### src/rtl/int_square.sv
// Sequential integer squarer with remainder add: n = q*q + r, one radix-2
// shift-add step per cycle, MSB of q first. Inverse of the square-root unit.
module int_square #(
   parameter int WIDTH = 24
) (
   input  logic                 clk_i,
   input  logic                 reset_i,
   input  logic                 start_i,
   input  logic [WIDTH/2-1:0]   q_i,
   input  logic [WIDTH/2:0]     r_i,
   output logic [WIDTH-1:0]     n_o,
   output logic                 err_o,
   output logic                 busy_o,
   output logic                 valid_o
);

   localparam int HALF  = WIDTH / 2;
   localparam int CNT_W = (HALF > 1) ? $clog2(HALF) : 1;

   typedef enum logic [1:0] {IDLE, RUN, DONE} state_t;

   state_t               state_reg, state_next;
   logic [HALF-1:0]      q_reg;
   logic [HALF:0]        r_reg;
   logic [WIDTH-1:0]     acc_reg;
   logic [WIDTH-1:0]     acc_next;
   logic [WIDTH-1:0]     addend;
   logic [CNT_W-1:0]     cnt_reg;
   logic                 err_reg;
   logic [WIDTH-1:0]     n_reg;
   logic                 err_out_reg;
   logic                 valid_reg;
   logic                 cur_bit;
   logic                 err_in;

   assign cur_bit = q_reg[cnt_reg];

   // Partial product for this step: q gated by the current root bit.
   genvar gi;
   generate
      for (gi = 0; gi < HALF; gi++) begin : g_addend_lo
         assign addend[gi] = q_reg[gi] & cur_bit;
      end
      for (gi = HALF; gi < WIDTH; gi++) begin : g_addend_hi
         assign addend[gi] = 1'b0;
      end
   endgenerate

   assign acc_next = {acc_reg[WIDTH-2:0], 1'b0} + addend;
   assign err_in   = r_i > {q_i, 1'b0};

   always_ff @(posedge clk_i) begin
      if (reset_i) begin
         state_reg <= IDLE;
      end else begin
         state_reg <= state_next;
      end
   end

   always_comb begin
      state_next = state_reg;
      case (state_reg)
         IDLE:    if (start_i) state_next = RUN;
         RUN:     if (cnt_reg == '0) state_next = DONE;
         DONE:    state_next = IDLE;
         default: state_next = IDLE;
      endcase
   end

   always_ff @(posedge clk_i) begin
      if (reset_i) begin
         q_reg       <= '0;
         r_reg       <= '0;
         acc_reg     <= '0;
         cnt_reg     <= '0;
         err_reg     <= 1'b0;
         n_reg       <= '0;
         err_out_reg <= 1'b0;
         valid_reg   <= 1'b0;
      end else begin
         valid_reg <= 1'b0;
         case (state_reg)
            IDLE: begin
               if (start_i) begin
                  q_reg   <= q_i;
                  r_reg   <= r_i;
                  acc_reg <= '0;
                  cnt_reg <= CNT_W'(HALF - 1);
                  err_reg <= err_in;
               end
            end
            RUN: begin
               acc_reg <= acc_next;
               if (cnt_reg != '0) begin
                  cnt_reg <= cnt_reg - CNT_W'(1);
               end
            end
            DONE: begin
               // Wraps only for non-canonical remainders (err set).
               n_reg       <= acc_reg + {{(WIDTH-HALF-1){1'b0}}, r_reg};
               err_out_reg <= err_reg;
               valid_reg   <= 1'b1;
            end
            default: ;
         endcase
      end
   end

   assign n_o     = n_reg;
   assign err_o   = err_out_reg;
   assign busy_o  = (state_reg != IDLE);
   assign valid_o = valid_reg;

endmodule

### config.mk
export PLATFORM = sky130hd
export DESIGN_NAME = int_square
export DESIGN_NICKNAME = d
export VERILOG_FILES = /design/src/rtl/int_square.sv
export SDC_FILE = /design/constraint.sdc
export NUM_CORES = 1
export LEC_CHECK = 0
export CAP_MARGIN = 5
export CORE_MARGIN = 10
export CORE_UTILIZATION = 65
export CTS_BUF_LIST = sky130_fd_sc_hd__clkbuf_4
export CTS_CLUSTER_SIZE = 40
export DETAILED_ROUTE_END_ITERATION = 16
export DONT_BUFFER_PORTS = 1
export PLACE_DENSITY = 0.85
export SETUP_SLACK_MARGIN = 0.02
export SYNTH_ARGS = -nofsm -noshare
export SYNTH_HDL_FRONTEND = slang
export SYNTH_SLANG_ARGS = --single-unit
### constraint.sdc
create_clock -name clk_i -period 4.8 [get_ports clk_i]
set_input_delay 0.48 -clock clk_i [delete_from_list [all_inputs] [get_ports clk_i]]
set_output_delay 0.48 -clock clk_i [all_outputs]
set_load 0.01 [all_outputs]
* Word-level counts from Yosys, hierarchy flattened
Index checks and enable logic that the tools add are counted. W data, S select, Z words.
Operators by class: multiply operators 0, mux-type cells 11, div/mod/pow operators 0, order comparisons 2, bitwise gates (word level) 12, eq/ne operators 5, add/sub/neg operators 3, shifts and indexed selects 0, reduce and logical (&&, ||, !) cells 9
Operators with widths (number):
- $pmux W24 S2 | 1
- $add A24 B12 Y24 | 1
- $add A24 B13 Y24 | 1
- $mux W24 | 1
- $gt A13 B13 Y1 | 1
- $and A1 B1 Y1 | 12
- $mux W4 | 2
- $pmux W4 S2 | 1
- $ne A2 B2 Y1 const B | 3
- $reduce_and A2 Y1 | 3
- $lt A4 B5 Y1 const B | 1
- $bmux W1 S4 | 1
- $logic_not A4 Y1 | 1
- $mux W2 | 2
- $pmux W2 S2 | 1
- $reduce_bool A2 Y1 | 2
- $reduce_bool A4 Y1 | 1
- $sub A4 B1 Y4 const B | 1
- $reduce_and A3 Y1 | 1
- $eq A2 B1 Y1 const B | 1
- $eq A2 B2 Y1 const B | 1
- $logic_not A2 Y1 | 1
- $mux W1 | 2
Word-level totals: memories 0, bits in registers 82, bits in latches 0, input bits 28, output and inout bits 27, ROM bits 0, RAM bits 0, word-level logic and storage cells 51

* Logic depth before layout (Yosys ltp)
Gate-level depths: netlist of run 1.
depth after elaboration 5, gate-level depth with buffers 14, gate-level depth less buffers 12

* Worst setup path after synthesis of run 1
No wires, ideal clock.
kind reg-to-reg, start reg cnt_reg[0], end reg acc_reg[23], data required time 4.674 ns, arrival 3.233 ns, path slack 1.441 ns, stages on the path, launching flop included 15, library setup time 0.126 ns, buffers on the path 2, path through dfxtp_1 buf_2 mux4_2 mux2i_1 o21ai_0 clkbuf_1 and2_1 ha_1 fa_1 a21o_1 a221oi_2 o211ai_2 and4b_1 xnor2_1 o21ai_0
On the way: longest elaborated chain between the ends 5, elaborated cells between the ends (all ways) 16, classes of those cells add/sub: 1; mux: 3; bitwise: 12
RTL lines:
- start, declared | line 28 | logic [CNT_W-1:0] cnt_reg;
- start signal, assigned | line 88 | cnt_reg <= CNT_W'(HALF - 1);
- start signal, assigned | line 95 | cnt_reg <= cnt_reg - CNT_W'(1);
- $bmux W1 S4 (*) | line 36 | assign cur_bit = q_reg[cnt_reg];
- $mux W1 (not written as such) (*) | line 36
- $and A1 B1 Y1 | line 42 | assign addend[gi] = q_reg[gi] & cur_bit;
- $add A24 B12 Y24 (*) | line 49 | assign acc_next = {acc_reg[WIDTH-2:0], 1'b0} + addend;
- $pmux W24 S2 (*) | line 82 | case (state_reg)
- end signal, assigned | line 93 | acc_reg <= acc_next;
- end, declared | line 25 | logic [WIDTH-1:0] acc_reg;
Mark *: on every way between the ends. The rest lies on a longest branch, timed or not. The select of a mux whose other input is x is not followed. A chain may end at the register's enable or synchronous reset.

* Worst setup path in the final report of run 1
Ends and elaborated chain as after synthesis.

==> results of run 1 <==
-- layout make-up --
type / count / area [µm²] / area share (%)
Multi-Input combinational cell: 478 / 3137 / 60.95
Sequential cell: 82 / 1642 / 31.90
Tap cell: 102 / 127.6 / 2.480
Inverter: 24 / 90.09 / 1.751
Clock inverter: 7 / 75.07 / 1.459
Clock buffer: 9 / 67.56 / 1.313
Timing Repair Buffer: 1 / 7.507 / 0.1459
-- cell families after synthesis --
| family | after synthesis | share of synthesized area, % |
|---|---|---|
| multiplexers | 5 | 1.733 |
| adder cells (fa/ha/maj) | 39 | 9.955 |
| buffers and inverters | 56 | 5.423 |
| AO/OA/AOI/OAI | 168 | 21.47 |
| XOR/XNOR | 29 | 5.027 |
| AND/OR/NAND/NOR | 237 | 23.90 |
| flip-flops | 82 | 32.49 |
-- cell usage after synthesis (4+ instances only) --
cell	n	area share, %
nand2_1	105	7.8
dfxtp_1	82	32
a21oi_1	67	6.6
ha_1	37	9.2
o21ai_0	31	3.1
nor2_1	26	1.9
inv_1	24	1.8
clkbuf_1	20	1.5
nand3_1	17	1.7
xor2_1	17	2.9
and2_1	15	1.9
a21o_1	13	1.9
xnor2_1	12	2.1
a211oi_1	9	1.3
nand4_1	9	1.1
nor3_1	8	0.79
nor3b_1	8	1.2
nor4_1	6	0.74
or3_1	6	0.74
clkbuf_8	5	1.4
nand3b_1	5	0.74
nor2b_1	5	0.62
a21o_2	4	0.69
nor4b_1	4	0.69
o21a_1	4	0.59
or4_1	4	0.59
-- layer usage --
layer / wire length (µm) / part of all wire [%]
met3: 1026 / 8.2
met1: 5342 / 43
met2: 5718 / 46
met5: 0 / 0
met4: 398 / 3.2
-- stage by stage --
| step | total power (W) | util [%] |
|---|---|---|
| after floorplan | 0.0008893 | - |
| after global placement | 0.0009102 | 65.43 |
| after detailed placement | 0.0009195 | 65.43 |
| after CTS | 0.001340 | 67.29 |
| after global routing | 0.001395 | 67.29 |
| final | 0.001347 | 67.29 |
-- power breakdown --
part | switching, W | total (W) | internal [W]
Clock | 0.000275 | 0.000439 | 0.000164
Combinational | 0.000107 | 0.000170 | 0.0000637
Sequential | 0.0000297 | 0.000738 | 0.000708
Total | 0.000411 | 0.00135 | 0.000935
-- critical path: cells and delay by family, from the launching register on --
family                     cells  cell delay [ns]
adders and majority gates      2             0.63
DFF                            1             0.52
muxes                          2             0.69
and+or+nand+nor                2             0.56
AOI/OAI and AO/OA              5             1.23
xor gates and xnor gates       1             0.15
-- worst min path at each step --
stage | startpoint | cells past startpoint | end | slack (ns)
6_report | reset_i | 1 | n_o[19]$_SDFFE_PP0P_ | 0.08
2_1_floorplan | err_reg$_SDFFE_PP0P_ | 2 | err_o$_SDFFE_PP0P_ | 0.43
3_3_place_gp | err_reg$_SDFFE_PP0P_ | 2 | err_reg$_SDFFE_PP0P_ | 0.44
4_1_cts | reset_i | 1 | n_o[18]$_SDFFE_PP0P_ | 0.07
3_5_place_dp | err_reg$_SDFFE_PP0P_ | 2 | err_reg$_SDFFE_PP0P_ | 0.45
5_1_grt | reset_i | 1 | n_o[18]$_SDFFE_PP0P_ | 0.08
==> results.toml, run 1 <==
[cts]
max-clock-path-buffers = 2
htree_levels = 3
cts-buffers-inserted = 9
post_cts_buffers = 0
cts_hold_buf = 0
clkTransAtPathRegs_ns = 0.16
ctsResizeCount = 0
tritoncts = "yes"
root_buffer = "clkbuf_4"
cts_sinks = 82
clk_latency_ns = 0.47

[global_routing]
grt_util_met2_pct = 33.53
grt_util_met1_pct = 26.70
grt_pass1_wl_um = 20130
antenna_found_initial = 0
grt_max_degree = 75
grt_use_total_pct = 20.98
top_usage_layer = "met2"
grt_overflow = 0
gr-usage-met3_pct = 4.343
grt_pass1_vias = 4145

[critical_path]
cp_max_fo = 12
reg2reg_slack_ns = 0.89
r2r_start = "cnt_reg[0]$_SDFFE_PP0P_"
crit_chain = "mux4_2, mux2i_1, o21ai_0, and2_1, ha_1, fa_1, a21o_1, a221oi_2, o211ai_2, and4b_1, xnor2_1, o21ai_0"
worstSetupStartpointType = "flop"
worstSetupEndpoint = "acc_reg[23]$_SDFFE_PP0P_"
crit_start = "cnt_reg[0]$_SDFFE_PP0P_"
slowest_delay_ns = 0.55
crit_required_ns = 5.14
end_kind = "flop"
cp.arrival_ns = 4.25
critPathKind = "flop to flop"
r2r_end = "acc_reg[23]$_SDFFE_PP0P_"
slowest_stage = "mux4_2"
rr_worst_depth = 12
cp_common_cell = "o21ai_0"

[synth]
synth_cell_types = 72
yosysWarnings = 0
netlist_area_mm2 = 0.005052
asyncSetResetFlopFracSynth_pct = 0
avgSynthCellArea_um2 = 8.202
synth-edff-count = 0
synth_cells = 616
yosysSeqAreaShare_pct = 32.49
synth-main-ff-cell = "dfxtp_1"
syn_nets = 683
ys_ff_latch = 82

[detailed_routing]
dr.first_iter.drc_count = 482
vias = 4472
ant_nets = 0
routed_wirelength_um = 12490
first_pass_iters = 5
drc = 0
vias_per_cell = 6.361
wire_per_inst_um = 17.76

[placement]
dp.cells = 687
hpwl_um = 9359
place_congestion = 0.9628
place_ws_ns = 0.9284
numPortBuffers = 0
place_area_mm2 = 0.005004

[timing]
fin_crit_sh_pct = 81.38
fin_skew_ns = 0.01998
worst_slack_ns = 0.8937
fmax_mhz = 256.0
min_period_ns = 3.906
setup_viol = 0
drv_slew = 0
worst_pin_slew_ns = 1.052
setup-tns-final_ns = 0
slew_headroom_pct = 29.90
hold_slack_ns = 0.07634
rsz0062_at_grt = "false"
hold_viol = 0

[floorplan]
die_width_um = 108.2
num_io_pins = 55
die_h_um = 108.2
die_area_mm2 = 0.01170
placementRows = 32
initial_core_util_pct = 66.07
fp.coreArea_mm2 = 0.007647

[final_layout]
fin_area_mm2 = 0.005146
areaGrowthSynthToFinish_pct = 1.857
drive_gt1_share_pct = 6.323
diodes = 0
fillers = 634
final_common_cell = "nand2_1"
final_cell_mix = "nand2_1 (105), dfxtp_1 (82), a21oi_1 (67), ha_1 (37), o21ai_0 (31)"
fin_nets = 663
instances_no_fill = 703

[run_status]
outcome = "finished, final reports clean"

[flow_run]
maxCapViolCount = 0

[min_path]
worstHoldPathType = "input port to flop"

[pwr]
p_leak_nw = 2.068
peakVddDrop_mv = 0.1644
power_density_mw_per_mm2 = 261.7
(Power assumes the default switching activity.)
==> run 2: changes to the inputs <==
Clock period 4.8 ns to 3.9 ns, I/O delays scaled along.
==> run 2 against run 1 <==
Against the previous run: hold slack worse by 0.044 ns; flip-flop and latch count stayed put; critical path depth is 1 higher; critical endpoint is now acc_reg[11]$_SDFFE_PP0P_; sequential share of layout area is 0.48 points lower; largest cell class unchanged; routed wire length is 2.5% higher.
==> results.toml, run 2 (synthesis gave the netlist of run 1 again) <==
[final_layout]
areaGrowthSynthToFinish_pct = 3.492
fin_area_mm2 = 0.005229
instances_no_fill = 707
fin_nets = 667
fillers = 623
drive_gt1_share_pct = 7.107
multi_input_area_mm2 = 0.003141
diodes = 0
seqCellArea_mm2 = 0.001643
final_common_cell = "nand2_1"
final_cell_mix = "nand2_1 (105), dfxtp_1 (81), a21oi_1 (66), ha_1 (37), o21ai_0 (29)"

[pwr]
p_switching_w = 0.0005265
combinationalPowerShare_pct = 12.9
peakVddDrop_mv = 0.2880
p_leak_nw = 2.101
power_density_mw_per_mm2 = 335.4
clkPwrFrac_pct = 35.3
p_int_w = 0.001227
pwr-share-seq_pct = 51.8
swShare_pct = 30.02

[detailed_routing]
vias_per_cell = 6.499
wire_per_inst_um = 18.10
ant_nets = 0
first_pass_iters = 5
drc = 0
routed_wirelength_um = 12800
dr.first_iter.drc_count = 409
vias = 4595

[timing]
drv_slew = 0
min_period_ns = 3.524
rsz0062_at_grt = "false"
setup_viol = 0
fin_skew_ns = 0.02335
setup-tns-final_ns = 0
hold_viol = 0
fmax_mhz = 283.8
slew_headroom_pct = 29.03
worst_pin_slew_ns = 1.062
fin_crit_sh_pct = 90.35

[floorplan]
placementRows = 32
die_width_um = 108.2
initial_core_util_pct = 66.07
fp.coreArea_mm2 = 0.007647
die_area_mm2 = 0.01170
num_io_pins = 55
die_h_um = 108.2

[placement]
place_area_mm2 = 0.005019
hpwl_um = 9256
place_congestion = 0.9407
numPortBuffers = 0
dp.cells = 689

[critical_path]
crit_start = "cnt_reg[0]$_SDFFE_PP0P_"
crit_required_ns = 4.26
end_kind = "flop"
cp.arrival_ns = 3.88
rr_worst_depth = 13
worstSetupStartpointType = "flop"
worstSetupEndpoint = "acc_reg[11]$_SDFFE_PP0P_"
r2r_start = "cnt_reg[0]$_SDFFE_PP0P_"
critPathKind = "flop to flop"
cp_max_fo = 12
reg2reg_slack_ns = 0.38
r2r_end = "acc_reg[11]$_SDFFE_PP0P_"

[cts]
clkTransAtPathRegs_ns = 0.14
tritoncts = "yes"
max-clock-path-buffers = 2
cts-buffers-inserted = 9
clk_latency_ns = 0.48
root_buffer = "clkbuf_4"
htree_levels = 3
post_cts_buffers = 0
cts_sinks = 82

[global_routing]
grt_use_total_pct = 21.69
grt_overflow = 0
grt_pass1_vias = 4167
grt_pass1_wl_um = 20810
grt_max_degree = 58
antenna_found_initial = 0

[min_path]
worstHoldPathType = "input port to flop"

[flow_run]
maxCapViolCount = 0

[run_status]
outcome = "finished, final reports clean"
[run 2: power groups by stage]
stage / combinational (W) / clock (W) / sequential, W
2_1_floorplan: 0.000185 / 0 / 0.000909
3_3_place_gp: 0.000199 / 0 / 0.000924
3_5_place_dp: 0.000208 / 0 / 0.000926
4_1_cts: 0.000222 / 0.000618 / 0.000907
5_1_grt: 0.000252 / 0.000655 / 0.000912
6_report: 0.000226 / 0.000620 / 0.000908
[run 2: final cells by class]
class / count / area share (%)
clock inverters: 7 / 2.058
repair buffers: 5 / 1.005
well taps: 102 / 2.441
inverters: 24 / 1.723
clock buffers: 9 / 1.292
multi-input cells: 478 / 60.06
flip-flops and latches: 82 / 31.42
[run 2: repair_timing]
item                                   4_1_cts  5_1_grt
hold buffers                                 1        1
resized for setup                            0        4
endpoints found under the hold margin       57        1
setup endpoints to repair                    0       14
[run 2: how the worst min path moves through the flow]
| stage | startpoint | endpoint | slack (ns) | depth (start not counted) |
|---|---|---|---|---|
| 3_5_place_dp | err_reg$_SDFFE_PP0P_ | err_o$_SDFFE_PP0P_ | 0.46 | 2 |
| 3_3_place_gp | err_reg$_SDFFE_PP0P_ | err_reg$_SDFFE_PP0P_ | 0.44 | 2 |
| 2_1_floorplan | err_reg$_SDFFE_PP0P_ | err_o$_SDFFE_PP0P_ | 0.43 | 2 |
| 6_report | q_i[7] | q_reg[7]$_SDFFE_PP0P_ | 0.03 | 2 |
| 4_1_cts | reset_i | valid_o$_SDFF_PP0_ | 0.009 | 1 |
| 5_1_grt | q_i[6] | q_reg[6]$_SDFFE_PP0P_ | 0.02 | 2 |
[run 2: routing by layer]
metal / routed length, µm / global-route usage [%] / vias up
li1: - / - / 2178
met1: 5229 / 27.46 / 2140
met2: 6067 / 34.87 / 246
met3: 1231 / 5.057 / 31
met4: 268 / 8.588 / 0
met5: 0 / 0 / -
[run 2: per-stage QoR]
stage / power (W) / util [%] / setup WS, ns / hold slack (ns)
after floorplan: 0.001095 / - / 0.5409 / 0.4321
after global placement: 0.001123 / 65.63 / 0.3397 / 0.4432
after detailed placement: 0.001133 / 65.63 / 0.1547 / 0.4559
after CTS: 0.001747 / 68.18 / 0.1293 / 0.008754
after global routing: 0.001820 / 68.37 / 0.05843 / 0.02230
final: 0.001754 / 68.37 / 0.3764 / 0.03186
[run 2: critical path, stage by stage, from the launching register on]
cell and delay (ns):
dfxtp_2 0.44, mux4_2 0.52, mux2i_1 0.14, o21ai_1 0.20, and2_1 0.24, ha_1 0.20, fa_1 0.42, a21o_1 0.22
a221oi_2 0.33, buf_4 0.19, o21ai_0 0.08, a21oi_1 0.19, xor2_1 0.15, o21ai_0 0.08
